===== config.mk =====
export PLATFORM = sky130hd
export DESIGN_NAME = mux8_rr_arbiter
export DESIGN_NICKNAME = d
export VERILOG_FILES = /design/src/rtl/mux8_rr_arbiter.sv
export SDC_FILE = /design/constraint.sdc
export NUM_CORES = 1
export LEC_CHECK = 0
export CAP_MARGIN = 20
export CORE_AREA = 5 5 122 124
export DETAILED_ROUTE_END_ITERATION = 8
export DIE_AREA = 0 0 127 129
export GPL_TIMING_DRIVEN = 0
export PLACE_DENSITY = 0.82
export SLEW_MARGIN = 20
export SYNTH_ARGS = -nofsm -noshare
export SYNTH_HDL_FRONTEND = slang
export SYNTH_HIERARCHICAL = 1
export SYNTH_SLANG_ARGS = --single-unit

===== constraint.sdc =====
create_clock -name i_clk -period 8.8 [get_ports i_clk]
set_clock_uncertainty 0.1 [all_clocks]
set_input_delay 1.76 -clock i_clk [delete_from_list [all_inputs] [get_ports i_clk]]
set_output_delay 1.76 -clock i_clk [all_outputs]
set_load 0.005 [all_outputs]

===== src/rtl/mux8_rr_arbiter.sv =====
// mux8_rr_arbiter: round-robin arbiter that shares one 8:1 datapath between
// eight requesters and registers the winning beat into a single valid/ready
// output stage (one beat per cycle).
// Optional packet locking is built when MUX8_ARB_LOCK_EN is defined; without
// it every beat is treated as the end of its packet and o_out_last is tied 1.

module mux8 #(
  parameter int WIDTH = 32
) (
  input  logic [8*WIDTH-1:0] i_data,
  input  logic [2:0]         i_sel,
  output logic [WIDTH-1:0]   o_data
);

  // 8:1 selection of one WIDTH-bit lane
  always_comb begin
    case (i_sel)
      3'd0:    o_data = i_data[0*WIDTH +: WIDTH];
      3'd1:    o_data = i_data[1*WIDTH +: WIDTH];
      3'd2:    o_data = i_data[2*WIDTH +: WIDTH];
      3'd3:    o_data = i_data[3*WIDTH +: WIDTH];
      3'd4:    o_data = i_data[4*WIDTH +: WIDTH];
      3'd5:    o_data = i_data[5*WIDTH +: WIDTH];
      3'd6:    o_data = i_data[6*WIDTH +: WIDTH];
      3'd7:    o_data = i_data[7*WIDTH +: WIDTH];
      default: o_data = {WIDTH{1'b0}};
    endcase
  end

endmodule

module mux8_rr_arbiter #(
  parameter int WIDTH = 32
) (
  input  logic               i_clk,
  input  logic               i_rst,
  input  logic [7:0]         i_req_valid,
  input  logic [8*WIDTH-1:0] i_req_data,
  input  logic [7:0]         i_req_last,
  output logic [7:0]         o_req_ready,
  output logic               o_out_valid,
  input  logic               i_out_ready,
  output logic [WIDTH-1:0]   o_out_data,
  output logic [2:0]         o_out_sel,
  output logic               o_out_last
);

  logic             w_slot_free;
  logic             w_found;
  logic [2:0]       w_scan;
  logic [2:0]       w_rr_win;
  logic [2:0]       w_win;
  logic             w_any;
  logic             w_last;
  logic             w_xfer;
  logic [WIDTH-1:0] w_mux_data;

  logic [2:0]       r_ptr;
  logic             r_out_valid;
  logic [WIDTH-1:0] r_out_data;
  logic [2:0]       r_out_sel;

  // A new beat may load when the register is empty or being drained now
  assign w_slot_free = !r_out_valid || i_out_ready;

  // Round-robin scan: first valid requester at r_ptr, r_ptr+1, ... (mod 8)
  always_comb begin
    w_rr_win = r_ptr;
    w_found  = 1'b0;
    w_scan   = r_ptr;
    for (int k = 0; k < 8; k++) begin
      w_scan = r_ptr + 3'(k);
      if (!w_found && i_req_valid[w_scan]) begin
        w_rr_win = w_scan;
        w_found  = 1'b1;
      end else begin
        w_rr_win = w_rr_win;
      end
    end
  end

`ifdef MUX8_ARB_LOCK_EN
  typedef enum logic [0:0] {IDLE = 1'b0, LOCKED = 1'b1} state_t;

  state_t     r_state;
  state_t     w_state_nxt;
  logic [2:0] r_owner;
  logic       r_out_last;

  // While locked only the owner is eligible; otherwise the round-robin winner
  always_comb begin
    if (r_state == LOCKED) begin
      w_win = r_owner;
      w_any = i_req_valid[r_owner];
    end else begin
      w_win = w_rr_win;
      w_any = w_found;
    end
  end

  assign w_last = i_req_last[w_win];

  // FSM state and lock owner registers
  always_ff @(posedge i_clk) begin
    if (i_rst) begin
      r_state <= IDLE;
      r_owner <= 3'd0;
    end else begin
      r_state <= w_state_nxt;
      if (w_xfer && !w_last) begin
        r_owner <= w_win;
      end
    end
  end

  // Next state: a non-last beat takes the lock, a last beat releases it
  always_comb begin
    w_state_nxt = r_state;
    case (r_state)
      IDLE: begin
        if (w_xfer && !w_last) w_state_nxt = LOCKED;
        else                   w_state_nxt = IDLE;
      end
      LOCKED: begin
        if (w_xfer && w_last) w_state_nxt = IDLE;
        else                  w_state_nxt = LOCKED;
      end
      default: w_state_nxt = IDLE;
    endcase
  end

  // Registered end-of-packet flag travelling with the output beat
  always_ff @(posedge i_clk) begin
    if (i_rst) begin
      r_out_last <= 1'b0;
    end else if (w_xfer) begin
      r_out_last <= w_last;
    end
  end

  assign o_out_last = r_out_last;
`else
  logic w_unused_last;

  assign w_win         = w_rr_win;
  assign w_any         = w_found;
  assign w_last        = 1'b1;
  assign w_unused_last = ^i_req_last;
  assign o_out_last    = 1'b1;
`endif

  // Grant is one-hot on the eligible winner; never during reset or stall
  always_comb begin
    o_req_ready = 8'd0;
    if (!i_rst && w_any && w_slot_free) begin
      o_req_ready[w_win] = 1'b1;
    end else begin
      o_req_ready = 8'd0;
    end
  end

  assign w_xfer = |(o_req_ready & i_req_valid);

  mux8 #(.WIDTH(WIDTH)) u_mux8 (
    .i_data (i_req_data),
    .i_sel  (w_win),
    .o_data (w_mux_data)
  );

  // Output stage and priority pointer; a new beat overwrites a draining one
  always_ff @(posedge i_clk) begin
    if (i_rst) begin
      r_ptr       <= 3'd0;
      r_out_valid <= 1'b0;
      r_out_data  <= {WIDTH{1'b0}};
      r_out_sel   <= 3'd0;
    end else if (w_xfer) begin
      r_out_valid <= 1'b1;
      r_out_data  <= w_mux_data;
      r_out_sel   <= w_win;
      if (w_last) begin
        r_ptr <= w_win + 3'd1;
      end
    end else if (i_out_ready) begin
      r_out_valid <= 1'b0;
    end
  end

  assign o_out_valid = r_out_valid;
  assign o_out_data  = r_out_data;
  assign o_out_sel   = r_out_sel;

endmodule


==> qor.txt <==
final hold vios -> 0
Netlist Area Pre-Place -> 4590 µm²
TritonRoute pass-1 iters -> 5
Pwr per Cell Area -> 429 nW/µm²
largest net degree at the start of global routing -> 13
status -> finished, final reports clean
RSZ-0062 raised after global routing -> no
syn_area_per_cell -> 7.85 µm²
# setup viols final -> 0
clock-pin slew on the worst setup and hold paths -> 60 ps
fin crit share -> 0.808
Global Route Usage Sum -> 0.260
ys async rst share -> 0
core footprint -> 13,700 µm²
commonest non-fill, non-tap cell in the layout -> clkdlybuf4s50_1
CTS hold repair buffers -> 0
Worst Path Max Fanout -> 9
wire per inst -> 21.4 µm
most frequent cells in the layout -> clkdlybuf4s50_1 (310), nand2_1 (83), a22oi_1 (56), nor2_1 (44), a21oi_1 (44)
boundary pin count -> 320
Peak Freq -> 141 MHz
# DRC -> 0
Resized Gates After CTS -> 0
Setup TNS -> 0 ps
CP Data Required Time -> 6940 ps
vias in the first global route -> 5,788
port bufs -> 310
worst setup path class -> in2out
Clock Sink Count -> 39
area delta synth->final -> 76.6%
max-slew violations -> 0
Die ar. -> 16,400 µm²
Starting Density -> 0.336
Crit-path slowest cell -> mux4_1
Post-synth EDFFs -> 0
startpoint types -> input pin
first-pass GRT wire length -> 32,600 µm
worst vdd ir -> 0.000234 V
Syn Inst Count -> 585
cell mode on critical path -> clkdlybuf4s50_1
Crit. End Element -> output pin
Synth Warn # -> 6
register area share after synthesis -> 0.170
Slew @ Worst Pin -> 699 ps
initial antenna violation count -> 1
htree depth -> 2
min Tclk post-route -> 7110 ps
via count -> 5,898
Primary FF master, synth -> dfxtp_1
layout cells sized above 1 -> 0.148
Root Buffer -> clkbuf_16
CTS tree -> built
total chip power -> 3480 µW
Skew-Pair Late Insertion Delay -> 280 ps
fin nets -> 1,179
Initial DRC Count -> 408
Crit path largest cell delay -> 610 ps
Worst Hold Class -> reg2reg
Detailed Place HPWL -> 19,400 µm
DR vias/cell -> 5.44
Lkg Pwr -> 0.00302 µW
Max Cap Viol -> 0
FF+latch count, synth -> 39
final WL -> 23,200 µm
Setup Fix Bufs, Post-CTS -> 0
gpl congestion -> 0.942
GRT overflow -> 0
DRT antenna net count -> 0
total CTS buffers -> 5
CTS max path bufs -> 2
Synth Net Count -> 862
Synth cell types -> 63
die span in x -> 127 µm
critical path, cell by cell -> clkdlybuf4s50_1 > mux4_1 > mux2i_1 > nand2b_1 > a21oi_1 > a211oi_2 > xnor2_2 > clkinv_2 > or3_1 > nor2_1 > clkdlybuf4s50_1
crit path DAT -> 5250 ps
max_slew headroom -> 0.534
Die Span Y -> 129 µm
Site Rows -> 43
[per-layer routing]
layer,up-vias,GRT usage,routed length [µm]
li1,2804,-,-
met3,49,0.0627,2160
met4,0,0.0871,776
met2,316,0.463,11700
met1,2729,0.305,8490
met5,-,0,0
[worst max-delay path, delay by kind of cell]
| kind | cells | cell delay, ps |
|---|---|---|
| buffers and inverters | 3 | 1230 |
| muxes | 2 | 970 |
| and+or+nand+nor | 3 | 710 |
| AOI/OAI and AO/OA | 2 | 360 |
| xor gates and xnor gates | 1 | 200 |
[flip-flops by register name (all words and copies together) (netlist names)]
signal and cells:
o_out_data 32, o_out_sel 3, r_ptr 3, o_out_valid 1
[power by group]
group	leakage [µW]	internal (µW)	switching (µW)
logic	0.00261	1330	1650
clock network	0.0000911	163	72.4
registers	0.000322	235	33.3
total	0.00302	1730	1760
[kinds of logic after synthesis]
kind of cell / count (synthesis) / share of synthesized area
AOI/OAI and AO/OA: 211 / 0.338
and+or+nand+nor: 195 / 0.208
buffers and inverters: 73 / 0.0902
muxes: 59 / 0.177
DFF: 39 / 0.170
xor gates and xnor gates: 5 / 0.0112
adders and majority gates: 2 / 0.00545
other: 1 / 0.000816
[worst paths after layout]
kind                  start        endpoint  slack, ps  cells after the start
min            o_out_sel[0]    o_out_sel[0]        350                      2
min reg2reg    o_out_sel[0]    o_out_sel[0]        350                      2
max reg2reg        r_ptr[1]   o_out_data[1]       3370                     19
max          i_req_valid[6]  o_req_ready[0]       1690                     11
[cell type report]
class / instances / area, µm²
Fill cell: 1294 / 5550
Buffer: 59 / 359
Multi-Input combinational cell: 473 / 3400
Timing Repair Buffer: 310 / 3100
Tap cell: 180 / 225
Clock buffer: 6 / 129
Sequential cell: 39 / 781
Clock inverter: 2 / 60.1
Antenna cell: 1 / 2.50
Inverter: 14 / 55.1
[metrics by stage]
step	hold WS [ps]	instance area, µm²	std cells	util	setup WS [ps]
4_1_cts	356	8110	1083	0.593	1700
5_1_grt	378	8110	1084	0.594	1450
3_3_place_gp	341	7920	1075	0.580	1730
3_5_place_dp	348	7920	1075	0.580	1710
2_1_floorplan	353	4590	585	-	3010
6_report	353	8110	1084	0.594	1690
[synthesized netlist by cell type, types with 3 or more instances]
cell type | count | area, µm²
a211oi_2 | 3 | 37.5
a21bo_2 | 25 | 250
a21oi_1 | 44 | 220
a221oi_1 | 3 | 26.3
a22oi_1 | 56 | 420
a31oi_1 | 28 | 175
and3_1 | 3 | 18.8
buf_2 | 26 | 130
buf_4 | 6 | 45.0
buf_6 | 6 | 67.6
clkbuf_1 | 17 | 63.8
dfxtp_1 | 39 | 781
inv_1 | 12 | 45.0
mux2_2 | 31 | 349
mux2i_1 | 14 | 140
mux4_2 | 11 | 248
nand2_1 | 83 | 312
nand2b_1 | 36 | 225
nand4b_1 | 3 | 26.3
nor2_1 | 44 | 165
nor3_1 | 3 | 15.0
o211ai_1 | 25 | 188
o21ai_0 | 6 | 30.0
o221ai_1 | 3 | 26.3
o2bb2ai_1 | 4 | 35.0
o32a_1 | 3 | 30.0
xnor2_1 | 3 | 26.3
(Power assumes the default switching activity.)
